===== config.mk =====
export PLATFORM = sky130hd
export DESIGN_NAME = tone_sequencer
export DESIGN_NICKNAME = d
export VERILOG_FILES = /design/src/rtl/tone_sequencer.sv
export SDC_FILE = /design/constraint.sdc
export NUM_CORES = 1
export LEC_CHECK = 0
export CAP_MARGIN = 15
export CORE_MARGIN = 1.5
export CORE_UTILIZATION = 45
export DETAILED_ROUTE_END_ITERATION = 12
export GPL_TIMING_DRIVEN = 0
export PLACE_DENSITY = 0.8
export SLEW_MARGIN = 40
export SYNTH_ARGS = -nofsm -noshare
export SYNTH_HDL_FRONTEND = slang
export SYNTH_SLANG_ARGS = --single-unit
export TNS_END_PERCENT = 100

===== constraint.sdc =====
create_clock -name i_clk -period 4 [get_ports i_clk]
set_input_delay 1 -clock i_clk [delete_from_list [all_inputs] [get_ports i_clk]]
set_output_delay 1 -clock i_clk [all_outputs]
set_load 0.01 [all_outputs]

===== src/rtl/tone_sequencer.sv =====
// tone_sequencer: walks a song held in an external synchronous ROM and holds
// each note for a programmable number of clocks. It drives the frequency word
// and output enable of tone_generator, with start/pause control and live tempo.
// Optional build macro SEQ_LOOP_EN: when defined, the end marker restarts the
// song from address 0 instead of returning to idle.
module tone_sequencer #(
  parameter int ADDR_W              = 9,
  parameter int TONE_W              = 24,
  parameter int NOTE_CYCLES_DEFAULT = 12500000,
  parameter int TEMPO_STEP          = 1250000,
  parameter int NOTE_CYCLES_MIN     = 1250000,
  parameter int NOTE_CYCLES_MAX     = 62500000,
  parameter int CNT_W               = 27
) (
  input  logic              i_clk,
  input  logic              i_rst,
  input  logic              i_start,
  input  logic              i_pause,
  input  logic              i_tempo_up,
  input  logic              i_tempo_down,
  output logic [ADDR_W-1:0] o_rom_addr,
  input  logic [TONE_W-1:0] i_rom_data,
  output logic [TONE_W-1:0] o_tone_out,
  output logic              o_tone_en,
  output logic              o_playing,
  output logic              o_done
);

  typedef enum logic [2:0] {S_IDLE, S_WAIT, S_LATCH, S_PLAY, S_PAUSED} state_t;

  localparam logic [TONE_W-1:0] END_MARK = '1;
  localparam logic [CNT_W-1:0]  C_DEF    = CNT_W'(NOTE_CYCLES_DEFAULT);
  localparam logic [CNT_W-1:0]  C_STEP   = CNT_W'(TEMPO_STEP);
  localparam logic [CNT_W-1:0]  C_MIN    = CNT_W'(NOTE_CYCLES_MIN);
  localparam logic [CNT_W-1:0]  C_MAX    = CNT_W'(NOTE_CYCLES_MAX);
  localparam logic [CNT_W-1:0]  C_ONE    = CNT_W'(1);

  state_t             r_state;
  logic [CNT_W-1:0]   r_note_cycles;
  logic [CNT_W-1:0]   r_note_cnt;
  logic               w_note_last;
  logic               w_end;

  // >= rather than == so a tempo change that shortens the note below the
  // current count still ends it on the next cycle.
  assign w_note_last = (r_note_cnt >= (r_note_cycles - C_ONE));
  assign w_end       = (i_rom_data == END_MARK);

  // Note length register: clamped tempo adjust, simultaneous pulses cancel.
  always_ff @(posedge i_clk or posedge i_rst) begin
    if (i_rst) begin
      r_note_cycles <= C_DEF;
    end else if (i_tempo_up && !i_tempo_down) begin
      r_note_cycles <= (r_note_cycles < (C_MIN + C_STEP)) ? C_MIN : (r_note_cycles - C_STEP);
    end else if (i_tempo_down && !i_tempo_up) begin
      r_note_cycles <= (r_note_cycles > (C_MAX - C_STEP)) ? C_MAX : (r_note_cycles + C_STEP);
    end
  end

  // Sequencer FSM with registered outputs; start overrides everything.
  always_ff @(posedge i_clk or posedge i_rst) begin
    if (i_rst) begin
      r_state    <= S_IDLE;
      r_note_cnt <= '0;
      o_rom_addr <= '0;
      o_tone_out <= '0;
      o_tone_en  <= 1'b0;
      o_playing  <= 1'b0;
      o_done     <= 1'b0;
    end else begin
      o_done <= 1'b0;
      if (i_start) begin
        // Tone outputs hold until the first note is latched.
        o_rom_addr <= '0;
        o_playing  <= 1'b1;
        r_state    <= S_WAIT;
      end else begin
        case (r_state)
          S_IDLE: ;
          // ROM is sampling o_rom_addr this cycle.
          S_WAIT: r_state <= S_LATCH;
          S_LATCH: begin
            if (w_end) begin
              o_done <= 1'b1;
`ifdef SEQ_LOOP_EN
              o_rom_addr <= '0;
              r_state    <= S_WAIT;
`else
              o_tone_out <= '0;
              o_tone_en  <= 1'b0;
              o_playing  <= 1'b0;
              r_state    <= S_IDLE;
`endif
            end else begin
              // A zero word is a rest: enabled with frequency 0.
              o_tone_out <= i_rom_data;
              o_tone_en  <= 1'b1;
              r_note_cnt <= '0;
              r_state    <= S_PLAY;
            end
          end
          S_PLAY: begin
            if (i_pause) begin
              o_tone_en <= 1'b0;
              o_playing <= 1'b0;
              r_state   <= S_PAUSED;
            end else if (w_note_last) begin
              o_rom_addr <= o_rom_addr + ADDR_W'(1);
              r_state    <= S_WAIT;
            end else begin
              r_note_cnt <= r_note_cnt + C_ONE;
            end
          end
          S_PAUSED: begin
            // Count stays frozen so the note resumes where it stopped.
            if (i_pause) begin
              o_tone_en <= 1'b1;
              o_playing <= 1'b1;
              r_state   <= S_PLAY;
            end
          end
          default: r_state <= S_IDLE;
        endcase
      end
    end
  end

endmodule


Word level (Yosys, flattened, before mapping)
Index checks and enable logic that the tools add are counted.
{"block": "totals", "reg_bits": 93, "input_bits": 30, "wordCells": 79}
{"block": "op_classes", "addsub": 5, "magnitude_cmp": 3, "n_eq_ne": 16, "n_mux": 29, "bitwise": 1, "n_reduce_logical": 17}
{"operator": "$mux W27", "n": 7}
{"operator": "$pmux W27 S2", "n": 1}
{"operator": "$mux W9", "n": 4}
{"operator": "$add A27 B1 Y27 const B", "n": 1}
{"operator": "$add A27 B21 Y27 const B", "n": 1}
{"operator": "$ge A27 B27 Y1", "n": 1}
{"operator": "$gt A27 B26 Y1 const B", "n": 1}
{"operator": "$lt A27 B22 Y1 const B", "n": 1}
{"operator": "$sub A27 B1 Y27 const B", "n": 1}
{"operator": "$sub A27 B21 Y27 const B", "n": 1}
{"operator": "$eq A24 B24 Y1 const B", "n": 1}
{"operator": "$mux W24", "n": 1}
{"operator": "$pmux W3 S5", "n": 1}
{"operator": "$ne A2 B2 Y1 const B", "n": 7}
{"operator": "$mux W3", "n": 4}
{"operator": "$add A9 B1 Y9 const B", "n": 1}
{"operator": "$ne A3 B3 Y1 const B", "n": 3}
{"operator": "$mux W1", "n": 8}
{"operator": "$reduce_and A4 Y1", "n": 2}
{"operator": "$reduce_bool A2 Y1", "n": 4}
{"operator": "$eq A3 B2 Y1 const B", "n": 2}
{"operator": "$pmux W1 S3", "n": 2}
{"operator": "$reduce_and A3 Y1", "n": 2}
{"operator": "$reduce_and A5 Y1", "n": 1}
{"operator": "11 further kinds", "n": 13}

Logic depth before layout (Yosys ltp)
{"block": "logic_depth", "depth_word": 6, "mapped_depth": 17}

Worst setup path after synthesis
No wires, ideal clock.
{"block": "synth_path", "path_kind": "register -> register", "startpoint": "reg r_note_cycles[6]", "endpoint": "reg r_note_cnt[8]", "t_arrival_ns": 3.844, "path_slack_ns": 0.078, "stages_incl_launch_ff": 17, "cell_sequence": "dfrtp_1 -> buf_6 -> nor4_4 -> and3b_4 -> nand3_4 -> or4_4 -> nor3_4 -> nand2_1 -> xor2_1 -> ha_1 -> a21o_1 -> a21o_1 -> a221oi_1 -> o211a_2 -> nand2_2 -> or4_1 -> a21oi_1"}
{"block": "synth_between", "elab_chain_cells": 4}
{"element": "from (decl)", "line_no": "39", "text": "logic [CNT_W-1:0] r_note_cycles;"}
{"element": "from (signal assigned)", "line_no": "54", "text": "r_note_cycles <= (r_note_cycles < (C_MIN + C_STEP)) ? C_MIN : (r_note_cycles - C_STEP);"}
{"element": "from (signal assigned)", "line_no": "56", "text": "r_note_cycles <= (r_note_cycles > (C_MAX - C_STEP)) ? C_MAX : (r_note_cycles + C_STEP);"}
{"element": "$sub A27 B1 Y27", "line_no": "46", "text": "assign w_note_last = (r_note_cnt >= (r_note_cycles - C_ONE));"}
{"element": "$ge A27 B27 Y1", "line_no": "46"}
{"element": "$ne A2 B2 Y1 (no line)"}
{"element": "$reduce_and A5 Y1 (no line)"}
{"element": "to (signal assigned)", "line_no": "111", "text": "r_note_cnt <= r_note_cnt + C_ONE;"}
{"element": "to (decl)", "line_no": "40", "text": "logic [CNT_W-1:0] r_note_cnt;"}
No other way between the ends.
A chain may end at the register's enable or synchronous reset.

Worst setup path after layout
{"block": "layout_path", "startpoint": "reg r_note_cycles[8]", "endpoint": "reg r_note_cnt[15]"}
Same word-level chain as after synthesis.

==> flow_summary.yaml <==
power_and_ir_drop:
  vdd_drop_max_uv: 299
  p_leak_uw: 0.00329
  power.total_uw: 4720
  p_per_area_nw_per_um2: 585
place:
  dp.cells: 1041
  gp_congestion: 0.995
  io_buffers: 64
  dp_hpwl_um: 13000
yosys:
  synth.net_count: 857
  synth_edf_count: 0
  netlist_instances: 796
  synth_flop_cell: "dfrtp_1"
  ys_top_cells_by_area: "dfrtp_1 (30%), nand2_1 (6.1%), ha_1 (6.0%)"
  avgSynthCellArea_um2: 8.15
  ys_types: 84
  async_reset_ff_frac: 1.00
  yosys_register_bits: 89
  synth_top_cell_by_area: "dfrtp_1"
  yosysWarnings: 0
  yosysSeqAreaShare: 0.346
  synth.top_cell.area_share: 0.297
  syn_area_um2: 6490
clock_network:
  clk_latency_ns: 0.36
  postCtsHoldBufs: 0
  cts-buffers-inserted: 9
  cts_tree: "done"
  clockRootBuffer: "clkbuf_16"
  htreeDepth: 3
  clock_sink_count: 89
  clk_pin_slew_worst_paths_ns: 0.07
  cts_buffer_depth: 2
setup_path:
  timing.rr.end: "r_note_cnt[15]$_DFFE_PP0P_"
  start_kind: "register"
  required_ns: 4.29
  crit_arrival_ns: 4.34
  critPathMaxFanout: 8
  worstReg2RegStart: "r_note_cycles[8]$_DFFE_PP0P_"
  crit_path_end_kind: "register"
  rr_worst_depth: 15
  worstSetupPathType: "reg -> reg"
  r2r_slack_ns: -0.06
detailed_routing:
  wire_per_inst_um: 17.8
  via_count: 6661
  drt_pass1_iterations: 5
  vias_per_cell: 6.23
  routed_wl_um: 19100
  drc_errors: 0
  ant_nets: 0
  drt_iter0_markers: 711
timing:
  tightest_slew_ns: 0.748
  maxSlewViolCount: 0
  period_minus_slack_ns: 4.06
  setup_slack_ns: -0.0555
  slew_headroom: 0.496
  tns_ns: -0.123
  finalClockSkew_ns: 0.00998
  fin_crit_sh: 1.01
  rsz0062_at_grt: "true"
  fin_hold_ws_ns: 0.479
  fmax_ghz: 0.247
  setup_viol_count_final: 6
  hold_viol_final: 0
run_status:
  violations: "setup timing"
  status: "finished, violations left"
min_path:
  min_to: "o_tone_out[2]$_DFFE_PP0P_"
  hold_class: "reg -> reg"
  hold_depth: 2
  hp-start: "o_tone_out[2]$_DFFE_PP0P_"
floorplanning:
  die_w_um: 123
  dieArea_um2: 15100
  fp.dieH_um: 123
  rows: 43
  fp.coreArea_um2: 14000
  io_pins: 66
  start_util: 0.464
finish:
  final_nets: 946
  final_cells: 1070
  drive_above_1_share: 0.149
  diodes: 0
  area_growth_pct: 24.4
global_routing:
  grt_pass1_wl_um: 30700
  grt-ovfl-total: 0
  first_global_vias: 6106
  grt_max_degree: 60
  track_usage: 0.259
  antenna_found_initial: 0
run:
  cap_violations: 0
==> through the flow <==
| stage | setup WS [ns] | cell area [um^2] | utilization |
|---|---|---|---|
| after global routing | -0.204 | 8070 | 0.577 |
| after global placement | -0.878 | 7350 | 0.526 |
| after detailed placement | -0.423 | 7380 | 0.528 |
| after CTS | -0.141 | 7990 | 0.571 |
| final | -0.0555 | 8070 | 0.577 |
| after floorplan | 0.0777 | 6490 | - |
==> worst max path at each step <==
stage | to | depth (start not counted) | slack (ns) | from
global placement | o_rom_addr[8]$_DFFE_PP0P_ | 2 | -0.88 | i_rst
global route | r_note_cnt[15]$_DFFE_PP0P_ | 15 | -0.20 | r_note_cycles[8]$_DFFE_PP0P_
finish | r_note_cnt[15]$_DFFE_PP0P_ | 15 | -0.06 | r_note_cycles[8]$_DFFE_PP0P_
floorplan | r_note_cnt[8]$_DFFE_PP0P_ | 16 | 0.08 | r_note_cycles[6]$_DFFE_PP0P_
CTS | r_note_cnt[15]$_DFFE_PP0P_ | 15 | -0.14 | r_note_cycles[9]$_DFFE_PP0P_
detailed placement | r_note_cnt[15]$_DFFE_PP0P_ | 17 | -0.42 | r_note_cycles[6]$_DFFE_PP0P_
==> logic make-up after synthesis <==
| family | Yosys count | share of synthesized area |
|---|---|---|
| AND/OR/NAND/NOR | 326 | 0.259 |
| flip-flops | 89 | 0.346 |
| XOR/XNOR | 34 | 0.0459 |
| AO/OA/AOI/OAI | 232 | 0.230 |
| adder cells (fa/ha/maj) | 31 | 0.0598 |
| multiplexers | 4 | 0.00617 |
| buffers and inverters | 80 | 0.0529 |
==> registers in the layout (all words and copies together) (netlist names) <==
signal and flops:
o_done 1, o_playing 1, o_rom_addr 9, o_tone_en 1, o_tone_out 24, r_note_cnt 27
r_note_cycles 23, r_state 3
==> per-layer routing <==
layer | GRT usage | share of wire | routed length (um)
met1 | 0.357 | 0.43 | 8120
met5 | 0 | 0 | 0
met4 | 0.123 | 0.026 | 493
met3 | 0.0392 | 0.080 | 1530
met2 | 0.402 | 0.47 | 8930
==> cell usage in the layout, fill, tap and decap left out, drive strengths merged, types with 4 or more instances in the layout <==
master | Yosys | final
or3 | 14 | 14
a21oi | 63 | 63
o31ai | 17 | 17
or4 | 10 | 10
dfrtp | 77 | 77
o22ai | 5 | 5
xnor2 | 26 | 26
clkdlybuf4s50 | 0 | 64
a21o | 6 | 6
inv | 29 | 34
nand3 | 34 | 34
ha | 31 | 31
clkbuf | 31 | 39
o21a | 6 | 6
nor2 | 74 | 74
xor2 | 8 | 8
o21ai | 75 | 75
and3 | 7 | 7
mux2i | 4 | 4
dfstp | 12 | 12
nand2 | 107 | 108
and2 | 5 | 5
nor4 | 11 | 11
nor2b | 4 | 4
nor3 | 20 | 20
o2bb2ai | 4 | 4
a221oi | 5 | 5
buf | 20 | 34
nand4 | 24 | 25
a211oi | 8 | 8
o211ai | 6 | 6
or2 | 5 | 5
==> critical path, stage by stage (launching register included) <==
cell,delay (ns)
dfrtp_1,0.42
nor4_4,0.34
and3b_4,0.26
nand3_4,0.09
or4_4,0.52
nor3_4,0.17
nand2_2,0.09
xor2_2,0.17
ha_1,0.31
a21o_1,0.17
a21o_1,0.16
a221oi_2,0.23
o211a_4,0.31
nand2_4,0.09
or4_4,0.49
a21oi_2,0.15
==> power by group <==
| part | total (uW) | internal, uW | switching (uW) |
|---|---|---|---|
| combinational | 2470 | 1000 | 1470 |
| sequential | 1400 | 1190 | 204 |
| clock | 851 | 436 | 416 |
==> final cells by class <==
type,count,area [um^2]
fillers,1234,5920
multi-input cells,629,4160
flip-flops and latches,89,2240
repair buffers,79,788
plain buffers,48,251
clock buffers,10,229
well taps,180,225
inverters,29,114
clock inverters,6,53.8
==> what timing repair did <==
item	in CTS	in global routing
buffers inserted	11	3
setup endpoints to repair	37	37
gates cloned	2	0
pin swaps	32	13
resized for setup	44	19
==> cell usage after synthesis, drive strengths merged, types with 10 or more instances <==
master	n
dfrtp	77
dfstp	12
a21oi	63
o31ai	17
nor2	74
clkbuf	31
or4	10
or3	14
ha	31
nand2	107
buf	20
o21ai	75
nor4	11
nor3	20
inv	29
xnor2	26
nand3	34
nand4	24
No activity file was read; power rests on OpenSTA's default activity.
